File: src/rtl/mux_rr_sel_if.sv
// Handshake bundle between N producer channels, the selector and one consumer.
// The "slave" modport is the selector's view and "master" is the environment's view.
interface mux_rr_sel_if #(
    parameter int N    = 4,
    parameter int W    = 8,
    parameter int SELW = 2
);
    logic [N*W-1:0]  in_data;
    logic [N-1:0]    in_valid;
    logic [N-1:0]    in_ready;
    logic            mode;
    logic [SELW-1:0] sel;
    logic [W-1:0]    out_data;
    logic [SELW-1:0] out_chan;
    logic            out_valid;
    logic            out_ready;

    modport slave (
        input  in_data, in_valid, mode, sel, out_ready,
        output in_ready, out_data, out_chan, out_valid
    );

    modport master (
        output in_data, in_valid, mode, sel, out_ready,
        input  in_ready, out_data, out_chan, out_valid
    );
endinterface

File: src/rtl/mux_rr_sel.sv
// N-channel W-bit selector with valid/ready handshakes and a registered output stage.
// The channel is chosen either by the external select (mode=0) or by round-robin (mode=1).
module mux_rr_sel #(
    parameter int N    = 4,
    parameter int W    = 8,
    parameter int SELW = 2
) (
    input  logic            clk,
    input  logic            rst_n,
    mux_rr_sel_if.slave     bus
);
    localparam logic [0:0] ST_EMPTY = 1'b0;
    localparam logic [0:0] ST_FULL  = 1'b1;

    logic [0:0]      state_r;
    logic [W-1:0]    out_data_r;
    logic [SELW-1:0] out_chan_r;
    logic [SELW-1:0] ptr_r;

    logic            load_ok_s;
    logic            fix_valid_s;
    logic            rr_valid_s;
    logic [SELW-1:0] rr_idx_s;
    logic            rr_hit_s;
    int              idx_s;
    logic [SELW-1:0] idx_sel_s;
    logic            grant_valid_s;
    logic [SELW-1:0] grant_idx_s;
    logic [W-1:0]    grant_data_s;
    logic            xfer_s;
    logic [N-1:0]    in_ready_s;

    // Output register may accept a new word when empty or when it is being drained.
    always_comb begin
        case (state_r)
            ST_EMPTY: load_ok_s = 1'b1;
            ST_FULL:  load_ok_s = bus.out_ready;
            default:  load_ok_s = 1'b0;
        endcase
    end

    // Fixed-select candidate; an out-of-range select never grants.
    always_comb begin
        fix_valid_s = 1'b0;
        if (int'(bus.sel) < N) begin
            fix_valid_s = bus.in_valid[bus.sel];
        end else begin
            fix_valid_s = 1'b0;
        end
    end

    // Round-robin candidate: first valid channel at or after ptr, wrapping at N.
    always_comb begin
        rr_valid_s = 1'b0;
        rr_idx_s   = '0;
        rr_hit_s   = 1'b0;
        idx_s      = 0;
        idx_sel_s  = '0;
        for (int i = 0; i < N; i++) begin
            idx_s      = int'(ptr_r) + i;
            idx_s      = (idx_s >= N) ? (idx_s - N) : idx_s;
            idx_sel_s  = SELW'(idx_s);
            rr_hit_s   = !rr_valid_s && bus.in_valid[idx_sel_s];
            rr_idx_s   = rr_hit_s ? idx_sel_s : rr_idx_s;
            rr_valid_s = rr_valid_s | rr_hit_s;
        end
    end

    // Pick the active grant source for the current mode.
    always_comb begin
        if (bus.mode) begin
            grant_valid_s = rr_valid_s;
            grant_idx_s   = rr_idx_s;
        end else begin
            grant_valid_s = fix_valid_s;
            grant_idx_s   = bus.sel;
        end
    end

    // Ready is one-hot on the granted channel; held low throughout reset.
    always_comb begin
        xfer_s       = rst_n & load_ok_s & grant_valid_s;
        in_ready_s   = '0;
        grant_data_s = '0;
        for (int k = 0; k < N; k++) begin
            in_ready_s[k] = xfer_s & (grant_idx_s == SELW'(k));
            grant_data_s  = (grant_idx_s == SELW'(k)) ? bus.in_data[k*W +: W] : grant_data_s;
        end
    end

    // Output stage and round-robin pointer.
    always_ff @(posedge clk or negedge rst_n) begin
        if (!rst_n) begin
            state_r    <= ST_EMPTY;
            out_data_r <= '0;
            out_chan_r <= '0;
            ptr_r      <= '0;
        end else if (xfer_s) begin
            state_r    <= ST_FULL;
            out_data_r <= grant_data_s;
            out_chan_r <= grant_idx_s;
            if (bus.mode) begin
                ptr_r <= (grant_idx_s == SELW'(N - 1)) ? '0
                         : grant_idx_s + {{(SELW-1){1'b0}}, 1'b1};
            end
        end else if ((state_r == ST_FULL) && bus.out_ready) begin
            state_r <= ST_EMPTY;
        end
    end

    assign bus.in_ready  = in_ready_s;
    assign bus.out_data  = out_data_r;
    assign bus.out_chan  = out_chan_r;
    assign bus.out_valid = (state_r == ST_FULL);
endmodule

File: src/flat_wrapper.sv
// flat-port wrapper written by rule: the top's interface ports become plain ports
module mux_rr_sel_flat 
#(
    parameter int N    = 4,
    parameter int W    = 8,
    parameter int SELW = 2
)
  (clk, rst_n, bus_in_data, bus_in_valid, bus_mode, bus_sel, bus_out_ready, bus_in_ready, bus_out_data, bus_out_chan, bus_out_valid);
  mux_rr_sel_if #(.N(N), .W(W), .SELW(SELW)) bus_i ();
  input  logic clk;
  input  logic rst_n;
  input wire logic [$bits(bus_i.in_data)-1:0] bus_in_data;
  input wire logic [$bits(bus_i.in_valid)-1:0] bus_in_valid;
  input wire logic [$bits(bus_i.mode)-1:0] bus_mode;
  input wire logic [$bits(bus_i.sel)-1:0] bus_sel;
  input wire logic [$bits(bus_i.out_ready)-1:0] bus_out_ready;
  output wire logic [$bits(bus_i.in_ready)-1:0] bus_in_ready;
  output wire logic [$bits(bus_i.out_data)-1:0] bus_out_data;
  output wire logic [$bits(bus_i.out_chan)-1:0] bus_out_chan;
  output wire logic [$bits(bus_i.out_valid)-1:0] bus_out_valid;
  assign bus_i.in_data = bus_in_data;
  assign bus_i.in_valid = bus_in_valid;
  assign bus_i.mode = bus_mode;
  assign bus_i.sel = bus_sel;
  assign bus_i.out_ready = bus_out_ready;
  assign bus_in_ready = bus_i.in_ready;
  assign bus_out_data = bus_i.out_data;
  assign bus_out_chan = bus_i.out_chan;
  assign bus_out_valid = bus_i.out_valid;
  mux_rr_sel #(.N(N), .W(W), .SELW(SELW)) u_core (.clk(clk), .rst_n(rst_n), .bus(bus_i));
endmodule
File: config.mk
export PLATFORM = sky130hd
export DESIGN_NAME = mux_rr_sel_flat
export DESIGN_NICKNAME = d
export VERILOG_FILES = /design/src/rtl/mux_rr_sel_if.sv /design/src/rtl/mux_rr_sel.sv /design/src/flat_wrapper.sv
export SDC_FILE = /design/constraint.sdc
export NUM_CORES = 1
export LEC_CHECK = 0
export BUFFER_PORTS_ARGS = -buffer_cell sky130_fd_sc_hd__buf_2
export CAP_MARGIN = 40
export CORE_MARGIN = 3
export CORE_UTILIZATION = 41
export CTS_BUF_LIST = sky130_fd_sc_hd__clkbuf_2
export DETAILED_ROUTE_END_ITERATION = 8
export MAX_ROUTING_LAYER = met4
export PLACE_DENSITY = 0.78
export SLEW_MARGIN = 0
export SYNTH_ARGS = -nofsm -noshare
export SYNTH_HDL_FRONTEND = slang
export SYNTH_SLANG_ARGS = --single-unit
File: constraint.sdc
create_clock -name clk -period 1.95 [get_ports clk]
set_input_delay 0.2925 -clock clk [delete_from_list [all_inputs] [get_ports clk]]
set_output_delay 0.2925 -clock clk [all_outputs]
set_load 0.01 [all_outputs]
==> impl_metrics.py <==
metrics = {
    "synthesis": {
        "synth.area.top_cells": "dfrtp_1 (31%), mux2_4 (8.7%), a221oi_1 (6.7%)",
        "ys_types": 31,
        "yosys.area.top_type": "dfrtp_1",
        "async_flop_share_pct": 100,
        "synth_top_flop_cell": "dfrtp_1",
        "yosysSeqAreaShare_pct": 31.3,
        "synth.cell_area_mm2": 0.00104,
        "ys_warn_count": 0,
        "postSynthCellCount": 106,
        "syn-num-nets": 152,
        "ys_ff_latch": 13,
        "synth_edf_count": 0,
        "synth_top_area_share_pct": 31.3,
        "synth.avg_cell_area_um2": 9.80,
    },
    "critical_path": {
        "crit_fanout": 5,
        "worstRegToRegCells": 10,
        "ff2ff_setup_slack_ns": -0.29,
        "worst_setup_path_end_kind": "flop",
        "worst-endpoint-required_ns": 2.13,
        "critPathKind": "flop to flop",
        "cp.arrival_ns": 2.42,
        "r2r_start": "u_core.ptr_r[1]",
        "rr_endpoint": "u_core.bus.out_data[0]",
        "cp-start-kind": "flop",
    },
    "clock_tree": {
        "worstSkewPairLatency_ns": 0.27,
        "htreeDepth": 1,
        "cts_tree": "done",
        "clk_pin_slew_ns": 0.13,
        "cts_buffer_depth": 2,
        "cts-root-buf": "clkbuf_2",
        "cts.sinks": 13,
        "numCtsBuffers": 3,
    },
    "cells_and_area": {
        "drive_gt1_share_pct": 66.0,
        "final_area_mm2": 0.00177,
        "syn_to_final_growth_pct": 70.8,
        "finalNetCount": 238,
        "antenna_cells": 0,
        "fin_cells": 219,
    },
    "timing": {
        "setup_tns_ns": -2.73,
        "finClkSkew_ns": 0.00193,
        "setup_ws_ns": -0.295,
        "rsz0062_at_grt": "true",
        "hold_violations": 0,
        "max_slew_margin_pct": 58.5,
        "whs_ns": 0.346,
        "setup_viol": 12,
        "fin_crit_sh_pct": 115,
        "tightest_slew_ns": 0.621,
        "clock.fmax_ghz": 0.445,
        "maxSlewViolCount": 0,
        "fin_crit_ns": 2.24,
    },
    "floorplanning": {
        "io_pins": 57,
        "num_rows": 17,
        "die-width_um": 56.3,
        "core-area_mm2": 0.00230,
        "start_util_pct": 45.2,
        "die_h_um": 56.3,
        "dieArea_mm2": 0.00317,
    },
    "grt": {
        "grt_usage_pct": 22.1,
        "globalRouteOverflowTotal": 0,
        "grt_max_degree": 14,
        "grt_pass1_wl_mm": 5.49,
        "antenna_found_initial": 0,
        "grt_pass1_vias": 1223,
    },
    "hold_path": {
        "hp-start": "bus_in_data[24]",
        "hold_depth": 4,
        "holdPathEnd": "u_core.bus.out_data[0]",
        "hp-class": "input port to flop",
    },
    "power": {
        "power_frac_comb_pct": 61.2,
        "peakVddDrop_mv": 0.783,
        "pwr-share-seq_pct": 29.6,
        "powerDensity_mw_per_mm2": 889,
        "pwr-share-clk_pct": 9.2,
        "power_leakage_nw": 0.892,
        "p_int_mw": 0.988,
        "p_switching_mw": 0.588,
        "switching_share_pct": 37.3,
    },
    "detailed_routing": {
        "drt-vias-per-instance": 5.44,
        "drtIter0Drc": 28,
        "ant_nets": 0,
        "avgRoutedWirePerCell_um": 16.4,
        "routed_wl_mm": 3.59,
        "drc": 0,
        "drt_first_pass_iters": 4,
        "via_count": 1191,
    },
    "place": {
        "placedCellCount": 202,
        "pre_cts_ws_ns": -0.306,
        "port_buffers": 56,
        "place_congestion": 0.898,
        "placed_cell_area_mm2": 0.00157,
        "dp_hpwl_mm": 2.53,
    },
    "outcome": {
        "violations": "setup timing",
        "status": "finished, violations left",
    },
    "job": {
        "cap_viol_max_count": 0,
    },
}
-- power by group through the flow --
| stage | clock network, mW | registers (mW) | logic, mW |
|---|---|---|---|
| CTS | 0.150 | 0.466 | 0.891 |
| floorplan | 0 | 0.504 | 0.473 |
| finish | 0.145 | 0.467 | 0.965 |
| global placement | 0 | 0.459 | 0.774 |
| global route | 0.166 | 0.481 | 1.04 |
| detailed placement | 0 | 0.467 | 0.799 |
-- layout by cell type (no fill, tap or decap), types with 3 or more instances in the layout --
master / synthesis / layout
mux2_4: 6 / 7
and2_1: 6 / 4
dfrtp_1: 13 / 12
mux2_2: 4 / 3
buf_4: 0 / 22
buf_2: 0 / 55
clkbuf_2: 0 / 4
ha_4: 0 / 3
inv_1: 5 / 4
o31ai_1: 8 / 7
nor2b_1: 9 / 8
nand2_1: 14 / 14
buf_6: 1 / 6
a221oi_2: 0 / 8
-- worst max-delay path: stages (launching register included) --
cell and delay, ns:
dfrtp_2 0.47, a21boi_2 0.14, a2bb2oi_2 0.17, nand3b_1 0.13
and2_4 0.18, ha_4 0.16, nor2b_4 0.15, buf_4 0.14
a221oi_2 0.26, o31ai_1 0.10, mux2_4 0.25
-- logic make-up after synthesis --
| family | Yosys count | synth area share [%] |
|---|---|---|
| AOI/OAI and AO/OA | 28 | 22.7 |
| buffers and inverters | 10 | 4.34 |
| and+or+nand+nor | 39 | 21.9 |
| DFF | 13 | 31.3 |
| adders and majority gates | 4 | 4.82 |
| muxes | 12 | 14.9 |
-- through the flow --
stage | utilization (%) | power (mW)
after floorplan | - | 0.978
after global placement | 68.1 | 1.23
after detailed placement | 68.1 | 1.27
after CTS | 73.9 | 1.51
after global routing | 77.2 | 1.68
final | 77.2 | 1.58
-- sequential cells by signal, summed over array words and instances (netlist names) --
| register | cells |
|---|---|
| u_core.bus.out_valid | 1 |
| u_core.ptr_r | 2 |
| u_core.bus.out_chan | 2 |
| u_core.bus.out_data | 8 |
-- metal layers --
layer / GRT usage (%) / part of all wire, % / vias to the layer above
met3: 5.75 / 4.6 / 15
li1: - / - / 566
met1: 25.0 / 40 / 570
met4: 6.10 / 2.8 / 0
met5: - / 0 / -
met2: 38.4 / 52 / 40
-- timing repair --
action | CTS | global route
hold buffers | 1 | 0
buffers inserted | 5 | 7
endpoints found under the hold margin | 13 | 0
resized for setup | 12 | 5
endpoints found under the setup margin | 12 | 12
pin swaps | 10 | 10
-- cells in the mapped netlist, types with 2 or more instances --
| cell | instances |
|---|---|
| a21oi_1 | 4 |
| a221oi_1 | 8 |
| and2_1 | 6 |
| clkbuf_1 | 3 |
| dfrtp_1 | 13 |
| ha_1 | 4 |
| inv_1 | 5 |
| mux2_2 | 4 |
| mux2_4 | 6 |
| mux2i_1 | 2 |
| nand2_1 | 14 |
| nand2b_1 | 2 |
| nor2_1 | 2 |
| nor2b_1 | 9 |
| o31ai_1 | 8 |
-- how the worst max path moves through the flow --
stage / from / to / slack, ns
after global routing: u_core.ptr_r[1] / u_core.bus.out_data[0] / -0.38
after global placement: bus_in_valid[1] / u_core.bus.out_data[3] / -0.21
after CTS: u_core.ptr_r[1] / bus_in_ready[3] / -0.21
after floorplan: u_core.ptr_r[1] / u_core.bus.out_data[6] / -0.07
final: u_core.ptr_r[1] / u_core.bus.out_data[0] / -0.29
after detailed placement: bus_in_valid[1] / u_core.bus.out_data[4] / -0.31
-- layout make-up --
class	instances	area, um^2
tap	28	35.0
multi-input combinational	83	816
fill	151	523
sequential	13	327
inverter	5	18.8
timing repair buffer	86	558
clock buffer	4	20.0
(Power assumes the default switching activity.)
